[config.mk]
export PLATFORM = sky130hd
export DESIGN_NAME = signed_adder_tree
export DESIGN_NICKNAME = d
export VERILOG_FILES = /design/src/rtl/dsp_pkg.sv /design/src/rtl/adder_tree_node.sv /design/src/rtl/signed_adder_tree.sv
export SDC_FILE = /design/constraint.sdc
export NUM_CORES = 1
export LEC_CHECK = 0
export CAP_MARGIN = 25
export CELL_PAD_IN_SITES_DETAIL_PLACEMENT = 1
export CELL_PAD_IN_SITES_GLOBAL_PLACEMENT = 1
export CORE_MARGIN = 8
export CORE_UTILIZATION = 42
export CTS_CLUSTER_SIZE = 10
export DETAILED_ROUTE_END_ITERATION = 6
export PLACE_DENSITY = 0.9
export SETUP_SLACK_MARGIN = 0.3
export SKIP_CTS_REPAIR_TIMING = 1
export SLEW_MARGIN = 20
export SYNTH_ARGS = -nofsm -noshare
export SYNTH_HDL_FRONTEND = slang
export SYNTH_SLANG_ARGS = --single-unit
[constraint.sdc]
create_clock -name i_clk -period 3.46 [get_ports i_clk]
set_input_delay 0.692 -clock i_clk [delete_from_list [all_inputs] [get_ports i_clk]]
set_output_delay 0.692 -clock i_clk [all_outputs]
set_load 0.02 [all_outputs]
[src/rtl/dsp_pkg.sv]
// Shared DSP helpers: width arithmetic for adder trees and a range-reduction
// (saturate or wrap) helper usable by any signed datapath up to 64 bits.
package dsp_pkg;

  function automatic int clog2(input int n);
    int r = 0;
    while ((1 << r) < n) r++;
    return r;
  endfunction

  function automatic int fw(input int iwidth, input int ninputs);
    return iwidth + clog2(ninputs);
  endfunction

  function automatic int node_count(input int ninputs, input int level);
    return (ninputs + (1 << level) - 1) >> level;
  endfunction

  // Bit offset of a tree level inside a flat vector where level j packs
  // node_count(j) nodes of iwidth+j bits each.
  function automatic int level_base(input int iwidth, input int ninputs, input int level);
    int b = 0;
    for (int i = 0; i < level; i++) b += node_count(ninputs, i) * (iwidth + i);
    return b;
  endfunction

  // Reduce x to a signed ow-bit range; result is returned sign-extended to 64 bits.
  function automatic logic signed [63:0] sat_wrap_value(input logic signed [63:0] x,
                                                        input int ow, input bit sat);
    logic signed [63:0] maxv;
    logic signed [63:0] minv;
    logic signed [63:0] low;
    if (ow >= 64) return x;
    maxv = (64'sd1 <<< (ow - 1)) - 64'sd1;
    minv = -(64'sd1 <<< (ow - 1));
    low  = (x <<< (64 - ow)) >>> (64 - ow);
    if (!sat) return low;
    if (x > maxv) return maxv;
    if (x < minv) return minv;
    return x;
  endfunction

  // Set when x does not fit ow signed bits, i.e. the discarded MSBs are not
  // all copies of bit ow-1; identical for the clamp and the wrap policy.
  function automatic logic sat_wrap_flag(input logic signed [63:0] x, input int ow);
    logic signed [63:0] low;
    if (ow >= 64) return 1'b0;
    low = (x <<< (64 - ow)) >>> (64 - ow);
    return low != x;
  endfunction

endpackage

[src/rtl/adder_tree_node.sv]
// One registered adder-tree node: sign-extending add of two W-bit children,
// or a sign-extending pass-through for the odd leftover child.
module adder_tree_node #(
  parameter int W    = 16,
  parameter bit PASS = 1'b0
) (
  input  logic                         clk,
  input  logic                         reset,
  input  logic                         en,
  input  logic [(PASS ? W : 2*W)-1:0]  din,
  output logic [W:0]                   sum
);

  localparam int WO = W + 1;

  logic signed [W:0] nxt;

  if (PASS) begin : g_pass
    logic signed [W-1:0] a;
    assign a   = din;
    assign nxt = WO'(a);
  end else begin : g_add
    logic signed [W-1:0] a;
    logic signed [W-1:0] b;
    assign a   = din[W-1:0];
    assign b   = din[2*W-1:W];
    assign nxt = WO'(a) + WO'(b);
  end

  always_ff @(posedge clk) begin
    if (reset)   sum <= '0;
    else if (en) sum <= nxt;
  end

endmodule

[src/rtl/signed_adder_tree.sv]
// Pipelined NINPUTS-operand signed adder: clog2(NINPUTS) registered tree
// levels followed by a registered saturate/wrap stage, valid-qualified.
module signed_adder_tree
  import dsp_pkg::*;
#(
  parameter int IWIDTH   = 16,
  parameter int NINPUTS  = 8,
  parameter int OWIDTH   = IWIDTH + clog2(NINPUTS),
  parameter int SATURATE = 0
) (
  input  logic                        i_clk,
  input  logic                        i_reset,
  input  logic                        i_valid,
  input  logic [NINPUTS*IWIDTH-1:0]   i_data,
  output logic                        o_valid,
  output logic [OWIDTH-1:0]           o_sum,
  output logic                        o_sat
);

  localparam int FW  = fw(IWIDTH, NINPUTS);
  localparam int D   = clog2(NINPUTS);
  localparam int TOT = level_base(IWIDTH, NINPUTS, D + 1);

  // All levels packed back to back; level 0 is the raw operand vector.
  logic [TOT-1:0]       tree;
  logic [D:0]           vld;
  logic signed [FW-1:0] root;

  assign tree[NINPUTS*IWIDTH-1:0] = i_data;

  for (genvar j = 1; j <= D; j++) begin : g_lvl
    localparam int W  = IWIDTH + j - 1;
    localparam int NC = node_count(NINPUTS, j - 1);
    localparam int NP = node_count(NINPUTS, j);
    localparam int IB = level_base(IWIDTH, NINPUTS, j - 1);
    localparam int OB = level_base(IWIDTH, NINPUTS, j);

    logic en;
    if (j == 1) begin : g_first
      assign en = i_valid;
    end else begin : g_rest
      assign en = vld[j-2];
    end

    // ---- tree level j: registered, loads only on its incoming valid ----
    for (genvar k = 0; k < NP; k++) begin : g_node
      localparam bit PASS = (2*k + 1 >= NC);
      localparam int IN_W = PASS ? W : 2*W;
      adder_tree_node #(
        .W    (W),
        .PASS (PASS)
      ) u_node (
        .clk   (i_clk),
        .reset (i_reset),
        .en    (en),
        .din   (tree[IB + 2*k*W +: IN_W]),
        .sum   (tree[OB + k*(W+1) +: W+1])
      );
    end
  end

  assign root = tree[TOT-1 -: FW];

  // ---- final stage: range reduction to OWIDTH and valid chain ----
  always_ff @(posedge i_clk) begin
    if (i_reset) begin
      vld   <= '0;
      o_sum <= '0;
      o_sat <= 1'b0;
    end else begin
      vld <= {vld[D-1:0], i_valid};
      if (vld[D-1]) begin
        o_sum <= OWIDTH'(sat_wrap_value(64'(root), OWIDTH, SATURATE != 0));
        o_sat <= sat_wrap_flag(64'(root), OWIDTH);
      end
    end
  end

  assign o_valid = vld[D];

endmodule

==> metrics.txt <==
total track usage=20.75%; HP Start=g_lvl[1].g_node[3].u_node.sum[13]; Post-DRT Antenna Nets=0; Leak=5.347 nW; CP startpoint kind=primary input; row count=57; synthesized instance count=1189; Final Cycle Share=85.86%; Synth warnings=0; Place WS=0.05115 ns; routed wire length=30310 µm; peak supply drop=0.0002592 V; Fillers=2871; final setup fails=0; clk root buf=clkbuf_16; number of I/O pins=152; drt pass-1 iters=5; syn_nets=1443; HP Class=reg2reg; Worst Hold Path EP=g_lvl[1].g_node[3].u_node.sum[13]; fin nets=1577; WL/cell=18.26 µm; Slew HR=48.86%; Clk Latency, worst-skew pair=0.43 ns; global placement routability congestion=0.8589; Critical Path RT=3.72 ns; Worst Path Arrival=3.23 ns; CTS buffer count=17; switching pwr=1.677 mW; initial antenna violation count=0; hold depth=2; async set-reset flop share out of synthesis=0%; R2R Setup Slk=0.82 ns; layout cells sized above 1=5.165%; pin count of the biggest net entering global routing=146; max-slew violations=0; syn avg cell area=8.584 µm²; deepest clock path buffer count=2; via/cell ratio=5.696; Reg2Reg Depth=10; sequential cell area fraction in the yosys report=28.64%; Die Y=171.9 µm; Reg power frac=36.6%; H-tree depth=4; Worst-path clk slew=0.06 ns; vias in the first global route=10223; setup TNS=0 ns; kind of end point of the critical path=flop; power share of the clock group=35.1%; Max Clock Freq=336.6 MHz; RSZ-0062 raised after global routing=no; n_diodes=0; worst setup margin=0.4892 ns; Worst Max-Slew Pin Slew=0.7624 ns; Max Cap Viol=0; DP HPWL=22530 µm; ys flop type=dfxtp_1; Layout Skew=0.007859 ns; pwr/cell area=415.5 nW/µm²; Post-synth EDFFs=0; RR Startpoint=g_lvl[2].g_node[1].u_node.sum[0]; FF-to-FF End=g_lvl[3].g_node[0].u_node.sum[16]; via count=9456; First DRT Iteration DRCs=446; port bufs=150; Max FO, Critical Path=4; synthesis-to-layout area growth=23.43%; initial core utilization=42.34%; Switching Fraction=32.03%; Die X=171.9 µm; GRT overflow=0; P_int=3.557 mW; crit path time final=2.971 ns; CTS tree=built; Yosys reg bits=146; Final Hold Fails=0; DRC=0; Gate power share=28.3%; status=completed; Mapped Area=10210 µm²; Netlist cell types=81; first-pass GRT wire length=50120 µm; Clock Sinks=146; Setup Crit Path Kind=in2reg; Core Area=24110 µm²; Die ar.=29540 µm²
==> synthesized netlist by cell type (6+ instances only) <==
master | n | area, µm²
a211oi_1 | 23 | 172.7
a21o_1 | 36 | 270.3
a21oi_1 | 87 | 435.4
a31o_2 | 7 | 61.31
a31oi_1 | 19 | 118.9
and3_1 | 12 | 75.07
buf_1 | 9 | 33.78
clkbuf_1 | 29 | 108.9
dfxtp_1 | 146 | 2923
fa_1 | 7 | 140.1
ha_1 | 116 | 1451
inv_1 | 43 | 161.4
mux2i_1 | 80 | 800.8
nand2_1 | 60 | 225.2
nand2b_1 | 19 | 118.9
nand3_1 | 20 | 100.1
nand3b_1 | 6 | 45.04
nand4_1 | 8 | 50.05
nor2_1 | 144 | 540.5
nor2b_1 | 20 | 125.1
nor3_1 | 23 | 115.1
nor4_1 | 7 | 43.79
o21a_1 | 14 | 105.1
o21ai_0 | 49 | 245.2
o21bai_1 | 11 | 82.58
o22ai_1 | 9 | 56.30
o311ai_0 | 7 | 61.31
o31ai_1 | 6 | 45.04
xnor2_1 | 45 | 394.1
xor2_1 | 25 | 219.0
==> worst max-delay path by stage <==
stage                    start                                 to  depth (start not counted)
floorplan           i_data[96]  g_lvl[1].g_node[3].u_node.sum[10]                          9
global placement    i_data[96]  g_lvl[1].g_node[3].u_node.sum[10]                         10
CTS                  i_data[0]  g_lvl[1].g_node[0].u_node.sum[14]                         10
global route         i_data[0]  g_lvl[1].g_node[0].u_node.sum[12]                         10
finish               i_data[0]  g_lvl[1].g_node[0].u_node.sum[14]                         10
detailed placement  i_data[96]  g_lvl[1].g_node[3].u_node.sum[10]                         10
==> worst max-delay path, cell delays in order <==
cell and delay (ns):
clkdlybuf4s50_1 0.41, ha_1 0.25, fa_1 0.42, a21oi_1 0.25
o221ai_1 0.26, o31ai_1 0.27, nand2_1 0.12, a41oi_1 0.28
or4_1 0.15, o311ai_0 0.14
==> power groups by stage <==
stage,Combinational (mW),Clock [mW],Sequential (mW)
after global placement,1.38,0,1.94
after CTS,1.48,1.86,1.91
after global routing,1.63,1.94,1.93
after detailed placement,1.44,0,1.95
after floorplan,1.00,0,1.90
final,1.48,1.84,1.91
==> cell families after synthesis <==
kind of cell / Yosys count / synth area share (%)
flip-flops: 146 / 28.64
multiplexers: 80 / 7.846
XOR/XNOR: 70 / 6.007
AND/OR/NAND/NOR: 352 / 16.62
buffers and inverters: 89 / 3.371
AO/OA/AOI/OAI: 328 / 21.88
adder cells (fa/ha/maj): 123 / 15.59
other: 1 / 0.03674
==> metrics by stage <==
| step | std cells | area [µm²] | power, mW | hold slack, ns | util [%] |
|---|---|---|---|---|---|
| floorplan | 1189 | 10210 | 2.905 | 0.4248 | - |
| CTS | 1660 | 12600 | 5.250 | 0.4621 | 52.25 |
| finish | 1660 | 12600 | 5.234 | 0.4609 | 52.26 |
| global route | 1660 | 12600 | 5.498 | 0.4914 | 52.26 |
| detailed placement | 1628 | 12010 | 3.386 | 0.4478 | 49.83 |
| global placement | 1628 | 12010 | 3.320 | 0.4425 | 49.83 |
==> cell usage in the layout, fill, tap and decap left out, types with 11 or more instances in the layout <==
cell / n
nand3_1: 20
nor2_1: 144
and3_1: 12
nor3_1: 23
xnor2_1: 45
inv_1: 43
nand2b_1: 19
o21a_1: 14
o21ai_0: 49
clkdlybuf4s50_1: 148
clkbuf_16: 17
mux2i_1: 80
ha_1: 116
o21bai_1: 11
a31oi_1: 19
nor2b_1: 20
a21oi_1: 87
a211oi_1: 23
dfxtp_1: 145
xor2_1: 25
a21o_1: 36
nand2_1: 60
==> flip-flops by register name (all words and copies together) (netlist names) <==
register / count
vld: 4
o_sum: 19
g_lvl.g_node.u_node.sum: 123
==> final cells by class <==
class,instances,area (µm²),share of cell area [%]
Multi-Input combinational cell,954,6939,55.09
Clock buffer,18,429.2,3.407
Sequential cell,146,2924,23.21
Tap cell,324,405.4,3.218
Inverter,45,168.9,1.341
Clock inverter,14,153.9,1.222
Timing Repair Buffer,159,1577,12.51
==> routing by layer <==
metal / vias up / global-route usage (%) / part of all wire (%)
met3: 59 / 3.584 / 3.6
met5: - / 0 / 0
met4: 0 / 7.684 / 2.7
li1: 4631 / - / -
met1: 4573 / 24.36 / 44
met2: 193 / 37.21 / 50
Power figures use the tool's default switching activity.
